[config.mk]
export PLATFORM = sky130hd
export DESIGN_NAME = kgp_fetch_flat
export DESIGN_NICKNAME = d
export VERILOG_FILES = /design/src/rtl/kgp_pkg.sv /design/src/rtl/kgp_fetch_if.sv /design/src/rtl/kgp_pc_reg.sv /design/src/rtl/kgp_fetch.sv /design/src/flat_wrapper.sv
export SDC_FILE = /design/constraint.sdc
export NUM_CORES = 1
export LEC_CHECK = 0
export CAP_MARGIN = 40
export CORE_UTILIZATION = 46
export CTS_CLUSTER_SIZE = 40
export DETAILED_ROUTE_END_ITERATION = 16
export HOLD_SLACK_MARGIN = 0.08
export MAX_ROUTING_LAYER = met4
export PLACE_DENSITY = 0.86
export REMOVE_ABC_BUFFERS = 1
export SLEW_MARGIN = 0
export SYNTH_ARGS = -nofsm -noshare
export SYNTH_HDL_FRONTEND = slang
export SYNTH_SLANG_ARGS = --single-unit
[constraint.sdc]
create_clock -name clk -period 3.3 [get_ports clk]
set_input_delay 0.66 -clock clk [delete_from_list [all_inputs] [get_ports clk]]
set_output_delay 0.66 -clock clk [all_outputs]
set_load 0.02 [all_outputs]
[src/rtl/kgp_pkg.sv]
// Shared types and constants for the kgp instruction fetch unit.
package kgp_pkg;

    localparam int unsigned XLEN    = 32;
    localparam int unsigned ALEN    = 32;
    localparam int unsigned FIELD_W = 6;

    localparam int unsigned OPC_MSB = 31;
    localparam int unsigned OPC_LSB = 26;
    localparam int unsigned FN_MSB  = 5;
    localparam int unsigned FN_LSB  = 0;

    localparam logic [XLEN-1:0] DEF_HALT_WORD = 32'hFFFF_FFFF;
    localparam logic [ALEN-1:0] DEF_RESET_PC  = 32'h0000_0000;
    localparam logic [ALEN-1:0] INSTR_BYTES   = 32'd4;

    typedef enum logic [2:0] {
        ST_IDLE = 3'd0,
        ST_REQ  = 3'd1,
        ST_WAIT = 3'd2,
        ST_HOLD = 3'd3,
        ST_HALT = 3'd4
    } kgp_state_e;

    // Targets from the branch unit are always treated as word aligned.
    function automatic logic [ALEN-1:0] word_align(input logic [ALEN-1:0] a);
        return a & ~(INSTR_BYTES - 32'd1);
    endfunction

endpackage

[src/rtl/kgp_fetch_if.sv]
// Fetch unit bus bundle: instruction memory port, redirect input, decoder handshake.
interface kgp_fetch_if;
    import kgp_pkg::*;

    logic                 imem_req;
    logic [ALEN-1:0]      imem_addr;
    logic                 imem_rvalid;
    logic [XLEN-1:0]      imem_rdata;

    logic                 redir_valid;
    logic [ALEN-1:0]      redir_pc;

    logic                 dec_valid;
    logic                 dec_ready;
    logic [XLEN-1:0]      instr;
    logic [ALEN-1:0]      pc;
    logic [ALEN-1:0]      pc_plus4;
    logic [FIELD_W-1:0]   opcode;
    logic [FIELD_W-1:0]   functcode;

    modport master (
        output imem_req, imem_addr,
        input  imem_rvalid, imem_rdata,
        input  redir_valid, redir_pc,
        output dec_valid,
        input  dec_ready,
        output instr, pc, pc_plus4, opcode, functcode
    );

    modport slave (
        input  imem_req, imem_addr,
        output imem_rvalid, imem_rdata,
        output redir_valid, redir_pc,
        input  dec_valid,
        output dec_ready,
        input  instr, pc, pc_plus4, opcode, functcode
    );

endinterface

[src/rtl/kgp_pc_reg.sv]
// Fetch address register with sequential +4 advance and branch redirect mux.
module kgp_pc_reg
    import kgp_pkg::*;
#(
    parameter logic [ALEN-1:0] RESET_PC = DEF_RESET_PC
) (
    input  logic            clk,
    input  logic            rst_n,
    input  logic            advance,
    input  logic            redir_take,
    input  logic [ALEN-1:0] redir_pc,
    output logic [ALEN-1:0] fetch_pc
);

    logic [ALEN-1:0] fetch_pc_q;
    logic [ALEN-1:0] fetch_pc_d;

    // A redirect wins over the sequential advance taken in the same cycle.
    always_comb begin
        fetch_pc_d = fetch_pc_q;
        if (redir_take) begin
            fetch_pc_d = word_align(redir_pc);
        end else if (advance) begin
            fetch_pc_d = fetch_pc_q + INSTR_BYTES;
        end
    end

    always_ff @(posedge clk) begin
        if (!rst_n) begin
            fetch_pc_q <= RESET_PC;
        end else begin
            fetch_pc_q <= fetch_pc_d;
        end
    end

    assign fetch_pc = fetch_pc_q;

endmodule

[src/rtl/kgp_fetch.sv]
// Instruction fetch FSM: one outstanding read, holds a word for the decoder.
// Optional KGP_FETCH_PERF_EN adds the br_count redirect counter output.
//   state | meaning
//   IDLE  | one cycle after reset before the first request
//   REQ   | imem_req asserted with imem_addr = fetch_pc
//   WAIT  | waiting for imem_rvalid (response dropped if drop is set)
//   HOLD  | instruction presented to decoder, dec_valid = 1
//   HALT  | halt word delivered; only reset leaves
module kgp_fetch
    import kgp_pkg::*;
#(
    parameter logic [ALEN-1:0] RESET_PC  = DEF_RESET_PC,
    parameter logic [XLEN-1:0] HALT_WORD = DEF_HALT_WORD
) (
    input  logic          clk,
    input  logic          rst_n,
    kgp_fetch_if.master   bus,
    output logic          halted
`ifdef KGP_FETCH_PERF_EN
    ,
    output logic [15:0]   br_count
`endif
);

    kgp_state_e      state_q, state_d;
    logic [XLEN-1:0] instr_q, instr_d;
    logic [ALEN-1:0] pc_q, pc_d;
    logic            drop_q, drop_d;

    logic            advance;
    logic            redir_take;
    logic [ALEN-1:0] fetch_pc;

    assign redir_take = bus.redir_valid && (state_q != ST_HALT);

    kgp_pc_reg #(
        .RESET_PC (RESET_PC)
    ) u_pc_reg (
        .clk        (clk),
        .rst_n      (rst_n),
        .advance    (advance),
        .redir_take (redir_take),
        .redir_pc   (bus.redir_pc),
        .fetch_pc   (fetch_pc)
    );

    always_comb begin
        state_d = state_q;
        instr_d = instr_q;
        pc_d    = pc_q;
        drop_d  = drop_q;
        advance = 1'b0;
        case (state_q)
            ST_IDLE: begin
                state_d = ST_REQ;
            end
            ST_REQ: begin
                state_d = ST_WAIT;
                if (bus.redir_valid) begin
                    drop_d = 1'b1;
                end
            end
            ST_WAIT: begin
                if (bus.imem_rvalid) begin
                    // A response racing a redirect belongs to the old path.
                    if (drop_q || bus.redir_valid) begin
                        drop_d  = 1'b0;
                        state_d = ST_REQ;
                    end else begin
                        instr_d = bus.imem_rdata;
                        pc_d    = fetch_pc;
                        advance = 1'b1;
                        state_d = ST_HOLD;
                    end
                end else if (bus.redir_valid) begin
                    drop_d = 1'b1;
                end
            end
            ST_HOLD: begin
                if (bus.redir_valid) begin
                    state_d = ST_REQ;
                end else if (bus.dec_ready) begin
                    state_d = (instr_q == HALT_WORD) ? ST_HALT : ST_REQ;
                end
            end
            ST_HALT: begin
                state_d = ST_HALT;
            end
            default: begin
                state_d = ST_IDLE;
            end
        endcase
    end

    always_ff @(posedge clk) begin
        if (!rst_n) begin
            state_q <= ST_IDLE;
            instr_q <= '0;
            pc_q    <= RESET_PC;
            drop_q  <= 1'b0;
        end else begin
            state_q <= state_d;
            instr_q <= instr_d;
            pc_q    <= pc_d;
            drop_q  <= drop_d;
        end
    end

    assign bus.imem_req  = (state_q == ST_REQ);
    assign bus.imem_addr = fetch_pc;
    assign bus.dec_valid = (state_q == ST_HOLD);
    assign bus.instr     = instr_q;
    assign bus.pc        = pc_q;
    assign bus.pc_plus4  = pc_q + INSTR_BYTES;
    assign bus.opcode    = instr_q[OPC_MSB:OPC_LSB];
    assign bus.functcode = instr_q[FN_MSB:FN_LSB];
    assign halted        = (state_q == ST_HALT);

`ifdef KGP_FETCH_PERF_EN
    logic [15:0] br_count_q, br_count_d;

    always_comb begin
        br_count_d = br_count_q;
        if (redir_take && (br_count_q != 16'hFFFF)) begin
            br_count_d = br_count_q + 16'd1;
        end
    end

    always_ff @(posedge clk) begin
        if (!rst_n) begin
            br_count_q <= 16'd0;
        end else begin
            br_count_q <= br_count_d;
        end
    end

    assign br_count = br_count_q;
`endif

endmodule

[src/flat_wrapper.sv]
// flat-port wrapper written by rule: the top's interface ports become plain ports
module kgp_fetch_flat import kgp_pkg::*;
#(
    parameter logic [ALEN-1:0] RESET_PC  = DEF_RESET_PC,
    parameter logic [XLEN-1:0] HALT_WORD = DEF_HALT_WORD
)
  (clk, rst_n, halted, bus_imem_req, bus_imem_addr, bus_imem_rvalid, bus_imem_rdata, bus_redir_valid, bus_redir_pc, bus_dec_valid, bus_dec_ready, bus_instr, bus_pc, bus_pc_plus4, bus_opcode, bus_functcode);
  kgp_fetch_if bus_i ();
  input  logic clk;
  input  logic rst_n;
  output logic halted;
  output wire logic [$bits(bus_i.imem_req)-1:0] bus_imem_req;
  output wire logic [$bits(bus_i.imem_addr)-1:0] bus_imem_addr;
  input wire logic [$bits(bus_i.imem_rvalid)-1:0] bus_imem_rvalid;
  input wire logic [$bits(bus_i.imem_rdata)-1:0] bus_imem_rdata;
  input wire logic [$bits(bus_i.redir_valid)-1:0] bus_redir_valid;
  input wire logic [$bits(bus_i.redir_pc)-1:0] bus_redir_pc;
  output wire logic [$bits(bus_i.dec_valid)-1:0] bus_dec_valid;
  input wire logic [$bits(bus_i.dec_ready)-1:0] bus_dec_ready;
  output wire logic [$bits(bus_i.instr)-1:0] bus_instr;
  output wire logic [$bits(bus_i.pc)-1:0] bus_pc;
  output wire logic [$bits(bus_i.pc_plus4)-1:0] bus_pc_plus4;
  output wire logic [$bits(bus_i.opcode)-1:0] bus_opcode;
  output wire logic [$bits(bus_i.functcode)-1:0] bus_functcode;
  assign bus_imem_req = bus_i.imem_req;
  assign bus_imem_addr = bus_i.imem_addr;
  assign bus_i.imem_rvalid = bus_imem_rvalid;
  assign bus_i.imem_rdata = bus_imem_rdata;
  assign bus_i.redir_valid = bus_redir_valid;
  assign bus_i.redir_pc = bus_redir_pc;
  assign bus_dec_valid = bus_i.dec_valid;
  assign bus_i.dec_ready = bus_dec_ready;
  assign bus_instr = bus_i.instr;
  assign bus_pc = bus_i.pc;
  assign bus_pc_plus4 = bus_i.pc_plus4;
  assign bus_opcode = bus_i.opcode;
  assign bus_functcode = bus_i.functcode;
  kgp_fetch #(.RESET_PC(RESET_PC), .HALT_WORD(HALT_WORD)) u_core (.clk(clk), .rst_n(rst_n), .bus(bus_i), .halted(halted));
endmodule
---- Yosys cells after proc, flatten, opt, wreduce, memory -nomap -nowiden ----
Cells that the tools add are included.
operators by class
  muxes and demuxes ....................... 15
  add/subtract/negate cells ............... 2
  reduce and logical (&&, ||, !) cells .... 9
  equality and inequality tests ........... 9
  bitwise operators ....................... 2
operators with widths
  kind                     number
  $add A32 B3 Y32 const B  2
  $mux W32                 2
  $eq A32 B32 Y1 const B   1
  $pmux W3 S5              1
  $mux W3                  4
  $eq A3 B2 Y1 const B     2
  $mux W1                  6
  $ne A3 B2 Y1 const B     2
  $reduce_and A2 Y1        2
  $reduce_bool A2 Y1       2
  $eq A3 B1 Y1 const B     1
  $eq A3 B3 Y1 const B     1
  $logic_not A3 Y1         1
  $ne A3 B3 Y1 const B     1
  $reduce_and A3 Y1        1
  $mux W2                  1
  $ne A2 B2 Y1 const B     1
  $not A1 Y1               2
  $pmux W1 S2              1
  $reduce_or A2 Y1         1
  $logic_and A1 B1 Y1      1
  $logic_or A1 B1 Y1       1
word-level totals
  output and inout port bits .............. 143
  flip-flop bits (word level) ............. 100
  bits of input ports ..................... 69
  logic and storage cells ................. 43

---- Depth between registers and ports, before layout ----
  depth in word-level cells ............... 6
  mapped depth ............................ 8
  depth with buffers taken out ............ 5

---- Modules after synthesis ----
A second synthesis with hierarchy kept.
second synthesis, totals
  cells, all modules ...................... 665
  area total of the unflattened synthesis .. 5,251.3 µm²
by module, submodules not included
  module      area each (µm²)  cells each  seq. area each (µm²)  times used
  kgp_fetch   3,328.2          417         1,361.3               1
  kgp_pc_reg  1,923.1          248         600.6                 1

---- Least setup slack after synthesis ----
No wires, ideal clock.
  path type ............................... reg2out
  from .................................... register u_core.pc_q[2], in the netlist u_core.bus.pc[2]
  to ...................................... output bus_pc_plus4[20]
  path slack .............................. 0.696 ns
  data required time ...................... 2.640 ns
  buffers on the path ..................... 2
  data arrival time ....................... 1.944 ns
  stages on the path, launching flop included .. 8
  cell sequence ........................... dfxtp_1 > ha_1 > and3_1 > clkbuf_1 > and3_1 > clkbuf_1 > nand3_1 > xnor2_1
between the ends
  cells in the longest elaborated chain, start to end .. 1
RTL lines
  what                    line                RTL
  start, declared         kgp_fetch.sv:27     logic [ALEN-1:0] pc_q, pc_d;
  start signal, assigned  kgp_fetch.sv:104    pc_q <= pc_d;
  $add A32 B3 Y32         kgp_fetch.sv:114    assign bus.pc_plus4 = pc_q + INSTR_BYTES;
  end, declared           flat_wrapper.sv:22  output wire logic [$bits(bus_i.pc_plus4)-1:0] bus_pc_plus4;
Every way passes these cells.

---- Worst setup path in the final report ----
  from .................................... register u_core.pc_q[3], in the netlist u_core.bus.pc[3]
  to ...................................... output bus_pc_plus4[26]
Same word-level chain as after synthesis.

==> results.ini <==
[detailed_routing]
drt_pass1_iterations=5
drc=0
drt-met1-wl_mm=6.25
vias_per_cell=5.89
wl_met3_mm=1.33
routed.top_layer=met4
drtIter0Drc=361
ant_nets=0
vias=5626
wl_per_cell_um=16.7
wl_mm=16.0
route.met2.wl_mm=7.88

[grt]
gr-usage-all-layers_pct=29.1
grt_start_max_net_pins=78
overflow=0
grt_pass1_wl_mm=25.2
grt_pass1_vias=5208
grt_antenna_before_repair=0

[synthesis]
yosys_warnings=0
synth_edf_count=0
ys_seq_elements=96
synth_area_leader_cell=dfxtp_1
synth_ff_type=dfxtp_1
synthArstFlopShare_pct=0
synth_area_um2=4980
syn-mean-instance-area_um2=7.68
seq_area_frac_synth_pct=38.6
synth_top_area_share_pct=38.6
yosysUniqueCellTypes=50
synth_area_leaders=dfxtp_1, nand2_1, a21oi_1
netlist_instances=649

[placed_design]
gp_congestion=0.950
dp_slack_ns=0.243
io_buffers=203
dpl.hpwl_mm=11.8

[cts]
cts_max_path_buffers=2
cts_buffers=9
path_clk_slew_ns=0.09
root_buffer=clkbuf_8
htree_levels=3
clock-sinks=96
cts_hold_buffers=0
clock_latency_ns=0.37
cts_tree=done

[pwr]
ir_worst_vdd_uv=200
clkPwrFrac_pct=34.5
swShare_pct=26.7
p_comb_share_pct=14.8
p_per_area_nw_per_um2=347
finalPower_mw=2.50
p_leak_nw=2.39
internal_power_mw=1.83
switching_power_mw=0.667
seq_power_share_pct=50.6

[cells_and_area]
num_antenna_cells=0
layout-drive-gt1-share_pct=4.27
utilization_pct=69.2
final_nets=885
area_growth_pct=44.7

[floorplan]
die-width_um=106
core_um2=10400
io_pins=212
rows=37
initial_core_util_pct=47.9
die-area_um2=11300
chipHeight_um=106

[timing]
relSlewSlack_pct=47.0
rsz0062_at_grt=no
max_clock_freq_mhz=314
tns_ns=0
finalSetupViolations=0
post-route-min-period_ns=3.19
skew_ns=0.00687
worstMarginPinSlew_ns=0.796
fin_crit_sh_pct=96.5
final_max_slew_viol_count=0
hold_viol=0
setup_slack_ns=0.114

[worst_setup_path]
crit_path_start=u_core.bus.pc[3]
critical_path_arrival_ns=2.53
criticalPathCategory=reg2out
endpoint_kind=output pin
critPathSlowestCell=clkdlybuf4s50_1
max_stage_delay_ns=0.64
startpoint_type=flop
worstPathMaxFanout=7
reg2reg_from=u_core.state_q[1]
cp_cell_sequence=ha_1 -> and3_2 -> nand4_1 -> nor3_1 -> xor2_1 -> clkdlybuf4s50_1
cp.required_ns=2.64

[hold_path]
worstHoldPathType=reg2reg
hold_start=u_core.bus.instr[8]

[status]
status=finished, final reports clean

[run]
max_cap_viol_count=0

state kept, by name, summed over array words and instances (netlist names):
name                      cells
u_core.state_q                3
u_core.bus.instr             32
u_core.u_pc_reg.fetch_pc     30
u_core.bus.pc                30
u_core.drop_q                 1
power groups by stage:
stage	clock network (mW)	registers (mW)	logic, mW
after CTS	0.872	1.26	0.372
after floorplan	0	1.32	0.116
after detailed placement	0	1.29	0.370
after global placement	0	1.29	0.364
final	0.864	1.27	0.371
after global routing	0.924	1.27	0.397
final timing paths:
path	cells past startpoint	end	slack (ns)
hold reg to reg	2	u_core.bus.instr[8]	0.48
hold / removal	2	u_core.bus.instr[8]	0.48
setup / recovery	6	bus_pc_plus4[26]	0.11
setup reg to reg	4	u_core.u_pc_reg.fetch_pc[16]	1.02
cell type report:
| class | instances | area, um2 |
|---|---|---|
| clock buffer | 11 | 141 |
| clock inverter | 5 | 80.1 |
| fill | 801 | 3200 |
| inverter | 4 | 15.0 |
| multi-input combinational | 490 | 2760 |
| sequential | 96 | 1920 |
| tap | 136 | 170 |
| timing repair buffer | 213 | 2120 |
through the flow:
stage / cell area (um2) / instances / hold WS (ns)
3_5_place_dp: 6980 / 939 / 0.467
2_1_floorplan: 4680 / 590 / 0.546
6_report: 7210 / 955 / 0.476
4_1_cts: 7200 / 955 / 0.478
5_1_grt: 7210 / 955 / 0.499
3_3_place_gp: 6980 / 939 / 0.456
cell families (layout without fill, tap and decap cells):
family,after synthesis,count (layout),share of synthesized area [%]
xor gates and xnor gates,32,32,5.62
buffers and inverters,68,233,6.70
DFF,96,96,38.6
AOI/OAI and AO/OA,152,152,18.3
adders and majority gates,2,2,0.502
other,1,6,0.0752
and+or+nand+nor,298,298,30.2
metal layers:
layer  vias to the layer above  global-route usage, %
met1                      2596                   32.7
met5                         -                      -
li1                       2658                      -
met3                        47                   5.58
met2                       325                   49.1
met4                         0                   14.9
synthesized netlist by cell type, types with 2 or more instances:
cell      number
or3_1          5
xor2_1        10
or4_1         14
xnor2_1       22
inv_1          3
a21oi_1       71
a31oi_1       17
a211oi_1      10
nor3_1         6
dfxtp_1       96
nand3_1       25
o21ai_0       22
nand2_1      151
nand4_1       31
and3b_1        2
and4_1        15
a22oi_1        5
and3_1        12
and2_1        11
o31ai_1        7
ha_1           2
nor2_1        13
buf_1          3
a311oi_1       5
o211ai_1       4
o311ai_0       2
o41a_1         2
buf_2          2
clkbuf_1      39
o21a_1         2
nor4_1         4
buf_4         18
worst max-delay path, delay by kind of cell, from the launching register on:
family,cells,cell delay [ns]
DFF,1,0.44
adders and majority gates,1,0.25
buffers and inverters,1,0.64
xor gates and xnor gates,1,0.23
and+or+nand+nor,3,0.61
timing repair:
action,CTS,global route
hold endpoints to repair,0,0
setup endpoints to repair,4,8
gates resized for setup,1,5
setup buffers,0,0
cell usage in the layout (no fill, tap or decap), drive strengths merged, types with 11 or more instances in the layout:
cell type,synthesis,final
clkdlybuf4s50,0,201
nand2,151,151
dfxtp,96,96
a21oi,71,71
nand4,31,31
nand3,25,25
xnor2,22,22
o21ai,22,22
a31oi,17,17
and4,15,15
or4,14,14
nor2,14,14
and3,12,12
and2,11,11
clkbuf,40,11
Note: power is estimated with default switching activity, not from simulation.
